<file path="config.mk">
export PLATFORM = sky130hd
export DESIGN_NAME = hash_feat_fetch
export DESIGN_NICKNAME = d
export VERILOG_FILES = /design/src/rtl/hash_feat_fetch_pkg.sv /design/src/rtl/hash_feat_fetch.sv
export SDC_FILE = /design/constraint.sdc
export NUM_CORES = 1
export LEC_CHECK = 0
export CORE_AREA = 2 2 232 234
export DETAILED_ROUTE_END_ITERATION = 10
export DIE_AREA = 0 0 234 236
export GPL_ROUTABILITY_DRIVEN = 0
export PLACE_DENSITY_LB_ADDON = 0.15
export RECOVER_POWER = 50
export SYNTH_ARGS = -nofsm -noshare
export SYNTH_HDL_FRONTEND = slang
export SYNTH_SLANG_ARGS = --single-unit
</file>
<file path="constraint.sdc">
create_clock -name clk -period 4.75 [get_ports clk]
set_input_delay 0.7125 -clock clk [delete_from_list [all_inputs] [get_ports clk]]
set_output_delay 0.7125 -clock clk [all_outputs]
set_load 0.03 [all_outputs]
</file>
<file path="src/rtl/hash_feat_fetch_pkg.sv">
// Shared hash-encoding definitions: corner count, default table address width
// and the feature-fetch FSM state encoding.
package hash_feat_fetch_pkg;

    localparam int unsigned NUM_CORNER     = 8;
    localparam int unsigned IDX_W          = 3;
    localparam int unsigned CNT_W          = 4;
    localparam int unsigned ADDR_W_DEFAULT = 19;

    typedef enum logic [1:0] {
        StIdle  = 2'd0,
        StFetch = 2'd1,
        StOut   = 2'd2
    } state_e;

endpackage

</file>
<file path="src/rtl/hash_feat_fetch.sv">
// Gathers the eight corner features of one hash-grid cube: accepts a set of
// corner hash indices plus a level base, issues eight in-order table reads and
// presents the returned words as one feature set in corner order.
module hash_feat_fetch
    import hash_feat_fetch_pkg::*;
#(
    parameter int unsigned DATA_SIZE = 32,
    parameter int unsigned ADDR_W    = ADDR_W_DEFAULT,
    parameter int unsigned FEAT_W    = 32
) (
    input  logic                 clk,
    input  logic                 rstn,
    input  logic                 in_valid,
    output logic                 in_ready,
    input  logic [DATA_SIZE-1:0] in_idx [0:NUM_CORNER-1],
    input  logic [ADDR_W-1:0]    in_base,
    output logic                 mem_req_valid,
    input  logic                 mem_req_ready,
    output logic [ADDR_W-1:0]    mem_req_addr,
    input  logic                 mem_rsp_valid,
    input  logic [FEAT_W-1:0]    mem_rsp_data,
    output logic                 out_valid,
    input  logic                 out_ready,
    output logic [FEAT_W-1:0]    out_feat [0:NUM_CORNER-1]
);

    state_e            state_q, state_d;
    logic [CNT_W-1:0]  issue_cnt_q, rsp_cnt_q;
    logic [ADDR_W-1:0] base_q;
    logic [ADDR_W-1:0] idx_q  [NUM_CORNER];
    logic [FEAT_W-1:0] feat_q [NUM_CORNER];
    logic              in_hs, req_hs, rsp_take, rsp_done, out_hs;
    logic              unused_idx_hi;

    assign in_hs    = in_valid & in_ready;
    assign req_hs   = mem_req_valid & mem_req_ready;
    assign out_hs   = out_valid & out_ready;
    // Responses only land while gathering and while slots remain; extras are dropped.
    assign rsp_take = (state_q == StFetch) & mem_rsp_valid & (rsp_cnt_q < CNT_W'(NUM_CORNER));
    // Leave FETCH in the cycle the last slot fills so OUT starts right after it.
    assign rsp_done = (rsp_cnt_q == CNT_W'(NUM_CORNER)) |
                      (rsp_take & (rsp_cnt_q == CNT_W'(NUM_CORNER - 1)));

    // Address wraps silently modulo the table size.
    assign mem_req_addr = base_q + idx_q[issue_cnt_q[IDX_W-1:0]];
    assign out_feat     = feat_q;

    // Index bits above the table address width never take part in addressing.
    always_comb begin
        unused_idx_hi = 1'b0;
        for (int unsigned k = 0; k < NUM_CORNER; k++) begin
            unused_idx_hi = unused_idx_hi ^ (^in_idx[k][DATA_SIZE-1:ADDR_W]);
        end
    end

    // State register.
    always_ff @(posedge clk or negedge rstn) begin
        if (!rstn) begin
            state_q <= StIdle;
        end else begin
            state_q <= state_d;
        end
    end

    // Next-state logic; any stray encoding falls back to IDLE.
    always_comb begin
        state_d = state_q;
        case (state_q)
            StIdle:  if (in_hs)    state_d = StFetch;
            StFetch: if (rsp_done) state_d = StOut;
            StOut:   if (out_hs)   state_d = StIdle;
            default:               state_d = StIdle;
        endcase
    end

    // Handshake outputs decoded from the state; in_ready is held low during reset.
    always_comb begin
        in_ready      = 1'b0;
        mem_req_valid = 1'b0;
        out_valid     = 1'b0;
        case (state_q)
            StIdle:  in_ready      = rstn;
            StFetch: mem_req_valid = (issue_cnt_q < CNT_W'(NUM_CORNER));
            StOut:   out_valid     = 1'b1;
            default: ;
        endcase
    end

    // Captured request set, issue/response counters and gathered features.
    always_ff @(posedge clk or negedge rstn) begin
        if (!rstn) begin
            issue_cnt_q <= '0;
            rsp_cnt_q   <= '0;
            base_q      <= '0;
            for (int unsigned k = 0; k < NUM_CORNER; k++) begin
                idx_q[k]  <= '0;
                feat_q[k] <= '0;
            end
        end else if (in_hs) begin
            issue_cnt_q <= '0;
            rsp_cnt_q   <= '0;
            base_q      <= in_base;
            for (int unsigned k = 0; k < NUM_CORNER; k++) begin
                idx_q[k] <= in_idx[k][ADDR_W-1:0];
            end
        end else begin
            if (req_hs) begin
                issue_cnt_q <= issue_cnt_q + 1'b1;
            end
            if (rsp_take) begin
                feat_q[rsp_cnt_q[IDX_W-1:0]] <= mem_rsp_data;
                rsp_cnt_q                    <= rsp_cnt_q + 1'b1;
            end
        end
    end

endmodule

</file>
After elaboration in Yosys (flattened, before gate mapping)
Index checks and enable logic that the tools add are counted.

storage, ports and cells
  output and inout bits = 278
  register bits after elaboration = 437
  bits of input ports = 313

cells by class
  bitwise logic cells = 10
  add/sub/neg operators = 3
  muxes and demuxes = 17
  eq/ne operators = 7
  order comparisons = 5
  reductions and logical operators = 6

operators by type and width
  operator                                                  number
  bitwise mux 256 bit                                       1
  demux 32 bit (select 3 bit)                               1
  binary-select mux 19 bit (select 3 bit)                   1
  2-to-1 mux 19 bit                                         2
  2-to-1 mux 32 bit                                         1
  adder 19 bit                                              1
  2-to-1 mux 4 bit                                          4
  adder 4 x 1 -> 4 bit, second input constant               2
  greater-or-equal comparator 4 bit, second input constant  2
  < comparator 4 bit, second input constant                 2
  NOT 3 -> 4 bit                                            2
  bitwise AND 1 bit                                         6
  2-to-1 mux 2 bit                                          3
  inequality test 2 bit, second input constant              3
  case mux 2 bit (3 select lines)                           1
  == test 4 x 3 -> 1 bit, second input constant             1
  == test 4 bit, second input constant                      1
  < comparator 4 x 1 -> 1 bit, second input constant        1
  nonzero test 2 bit                                        2
  2-to-1 mux 1 bit                                          3
  AND reduction 3 bit                                       1
  == test 2 x 1 -> 1 bit, second input constant             1
  == test 2 bit, second input constant                      1
  zero test 2 bit                                           1
  4 further kinds                                           4

Longest topological paths before layout
  depth after elaboration = 7
  mapped depth = 13
  mapped depth without buffers = 11

Worst setup path before layout
No wires, ideal clock.

  path type = register -> output
  start point = reg issue_cnt_q[0]
  end point = out mem_req_addr[17]
  path buffers = 2
  data required time = 4.038 ns
  cell stages (with the launch flop) = 12
  data arrival time = 3.450 ns
  path slack = 0.588 ns
  path through = dfrtp_1 buf_2 buf_2 mux4_2 mux2i_1 inv_1 ha_1 a21o_1 nand4_1 a211oi_1 o31ai_1 o21ai_0

between the ends
  longest elaborated chain between the ends = 5

ends and longest elaborated chain
  element                                               RTL line                text
  start: declaration                                    hash_feat_fetch.sv:28   logic [CNT_W-1:0] issue_cnt_q, rsp_cnt_q;
  start signal: assignment                              hash_feat_fetch.sv:108  issue_cnt_q <= issue_cnt_q + 1'b1;
  NOT 3 -> 4 bit (implied by the code)                  hash_feat_fetch.sv:45   assign mem_req_addr = base_q + idx_q[issue_cnt_q[IDX_W-1:0]];
  binary-select mux 19 bit (select 3 bit)               hash_feat_fetch.sv:45
  2-to-1 mux 19 bit (implied by the code) (2 in a row)  hash_feat_fetch.sv:45
  adder 19 bit                                          hash_feat_fetch.sv:45
  end: declaration                                      hash_feat_fetch.sv:19   output logic [ADDR_W-1:0] mem_req_addr,

Every way passes these cells. The select of a mux whose other input is x is not followed.

Worst setup path after layout
  start point = reg issue_cnt_q[0]
  end point = out mem_req_addr[15]

Same word-level chain as after synthesis.

==> results.txt <==
CP max FO - 7
#FFs+latches synth - 437
drt pass-1 iters - 4
depth of the CTS H-tree - 2
Simple-Gate Fraction of Synth Area - 0.02071
period utilization - 0.9756
Int Pwr - 0.01346 W
largest net degree at the start of global routing - 185
Post-Synth XOR/XNOR Area - 0.009475
complex-gate fraction of the synthesized area - 0.01983
Overall Global Routing Usage - 0.2082
Clock transition at path regs - 0.06 ns
initial DRC count - 456
IO Port Bufs - 486
Root Buffer - clkbuf_16
sequential area share after synthesis - 0.5915
mapped cell area - 18490 um2
vias in the first global route - 12930
Syn. warnings - 0
gr ovfl total - 0
clock network fraction of design power - 0.157
floorplan row count - 85
ANT nets after route - 0
cts hold-fix bufs - 0
max-cap viol count - 8
Area Growth Syn to Fin - 39.38%
Vias/cell - 4.931
Post-synth ARST share - 1.000
WP data arrival - 3.92 ns
Top FF cell, synth - dfrtp_1
Netlist cell types - 52
fin util - 0.4855
Slew HR - -1.224
cells after synthesis - 1147
Final Setup Violations - 0
Final min period - 4.634 ns
die area - 55220 um2
Lkg Pwr - 11.20 nW
Syn Area/Cell - 16.12 um2
R2R Setup Slk - 0.80 ns
Fin Hold WS - 0.1033 ns
main combinational cell family by area after synthesis - multiplexers
Post-synth EDFFs - 0
clk_lat worst skew - 0.60 ns
Final Skew - 0.02896 ns
RSZ-0062 raised after global routing - yes
vias - 11810
Hold Vio Cnt, Final - 0
PD cells - 895.1 nW/um2
Post-Synth Adder-Cell Area - 0.01530
residual DRC count - 0
Seq pwr share - 0.280
max frequency - 0.2158 GHz
Die H - 236 um
core area - 53070 um2
status - complete, but fails checks
worst min path class - in -> async
sw frac - 0.4165
first-pass GRT wire length - 85.05 mm
combinational power share - 0.563
critical path type - reg -> out
most common cell after layout, fill and taps aside - dfrtp_1
chip width - 234 um
ratio of cells with drive above 1 in the final layout - 0.3590
Initial Util - 0.3483
post-synthesis mux area share - 0.3178
CTS tree - yes
Syn Nets - 1482
antenna violations before repair - 12
Post-DP HPWL - 39.58 mm
Num CTS Buffers - 49
deepest clock path buffer count - 3
drt total wl - 57.22 mm
Critical Path Start Type - flop
nets - 1992
Critical Path Sink Type - output port
net switching power - 0.009606 W
Worst Tran Pin Value - 3.337 ns
worst path required time - 4.04 ns
failing checks - max-capacitance violations, max-slew violations
I/O pin count - 591
Pins Over Slew Limit - 354
Max IR drop VDD - 498.8 uV
commonest non-fill, non-tap cells in the layout - dfrtp_1 (434), mux2_2 (432), clkdlybuf4s50_1 (317)
TritonCTS sink count - 437
Wirelength per Cell - 23.90 um
==> worst max-delay path, cell delays in order (launching register included) <==
cell	delay [ns]
dfrtp_4	0.49
buf_12	0.16
mux4_2	0.55
mux2_2	0.29
ha_2	0.31
and3_1	0.23
nand4_1	0.17
o221ai_2	0.17
or4_4	0.44
a21oi_2	0.17
xnor2_1	0.15
buf_4	0.20
==> metrics by stage <==
| stage | power, W | setup WS [ns] | instances | TNS (ns) | cell area [um2] |
|---|---|---|---|---|---|
| 2_1_floorplan | 0.01410 | 0.5877 | 1147 | 0 | 18490 |
| 3_3_place_gp | 0.01925 | 0.3660 | 2291 | 0 | 24050 |
| 3_5_place_dp | 0.01935 | 0.4205 | 2291 | 0 | 24050 |
| 4_1_cts | 0.02341 | 0.02473 | 2385 | 0 | 25740 |
| 5_1_grt | 0.02428 | -0.09556 | 2393 | -0.2522 | 25760 |
| 6_report | 0.02306 | 0.1157 | 2394 | 0 | 25770 |
==> power by group through the flow <==
stage / clock network, W / logic, W / registers, W
floorplan: 0 / 0.00589 / 0.00822
global placement: 0 / 0.0128 / 0.00647
detailed placement: 0 / 0.0128 / 0.00654
CTS: 0.00374 / 0.0132 / 0.00651
global route: 0.00390 / 0.0137 / 0.00670
finish: 0.00363 / 0.0130 / 0.00646
==> synth_stat cells, types with 3 or more instances <==
cell type	number	area share
nand2_1	13	0.0026
buf_2	21	0.0057
xor2_1	5	0.0024
a211oi_1	3	0.0012
a21oi_1	14	0.0038
nand2b_1	4	0.0014
and3_1	3	0.0010
inv_1	11	0.0022
ha_1	21	0.014
dfrtp_1	437	0.59
o21bai_1	3	0.0012
buf_4	19	0.0077
o21ai_0	10	0.0027
a21o_1	7	0.0028
mux4_2	38	0.046
nor2_1	10	0.0020
buf_6	14	0.0085
and2_1	3	0.0010
xnor2_1	15	0.0071
mux2_1	11	0.0067
mux2i_1	3	0.0016
o21a_1	5	0.0020
nand4_1	4	0.0014
clkbuf_1	6	0.0012
nor3_1	3	0.00081
mux2_2	432	0.26
==> what timing repair did <==
item / 4_1_cts / 5_1_grt
cloned: 1 / 0
pin swaps: 1 / 2
resized for setup: 14 / 8
setup endpoints to repair: 5 / 7
buffers inserted: 8 / 2
==> worst paths after layout <==
| kind | from | to | depth (start not counted) |
|---|---|---|---|
| setup / recovery | issue_cnt_q[0]$_DFFE_PN0P_ | mem_req_addr[15] | 11 |
| hold / removal | rstn | idx_q[70]$_DFFE_PN0P_ | 1 |
| setup reg to reg | state_q[0]$_DFFE_PN0P_ | idx_q[110]$_DFFE_PN0P_ | 4 |
| hold reg to reg | out_feat[32]$_DFFE_PN0P_ | out_feat[32]$_DFFE_PN0P_ | 1 |
| max in group asynchronous | rstn | out_feat[39]$_DFFE_PN0P_ | 3 |
| min in group clk | out_feat[32]$_DFFE_PN0P_ | out_feat[32]$_DFFE_PN0P_ | 1 |
==> cells by family (layout without fill, tap and decap cells) <==
family | Yosys count | in the layout
AOI/OAI and AO/OA | 55 | 55
xor gates and xnor gates | 20 | 20
adders and majority gates | 22 | 22
buffers and inverters | 71 | 615
DFF | 437 | 437
muxes | 484 | 484
other | 0 | 7
and+or+nand+nor | 58 | 58
==> routing by layer <==
metal,vias to the layer above,part of all wire,track usage
met5,-,0.0011,0
met4,10,0.031,0.07940
met3,100,0.081,0.07084
met2,341,0.49,0.3385
met1,6149,0.40,0.2544
li1,5206,-,-
==> area by class of cell <==
type	count	area, um2
Multi-Input combinational cell	639	7182
Timing Repair Buffer	519	5204
Inverter	11	41.29
Clock inverter	15	132.6
Clock buffer	70	1375
Sequential cell	437	10940
Antenna cell	7	17.52
Fill cell	4588	27300
Tap cell	696	870.8
==> state kept, by name (all words and copies together), names as in the netlist <==
register     flops
idx_q          152
base_q          19
rsp_cnt_q        4
state_q          2
issue_cnt_q      4
out_feat       256
Note: power is estimated with default switching activity, not from simulation.
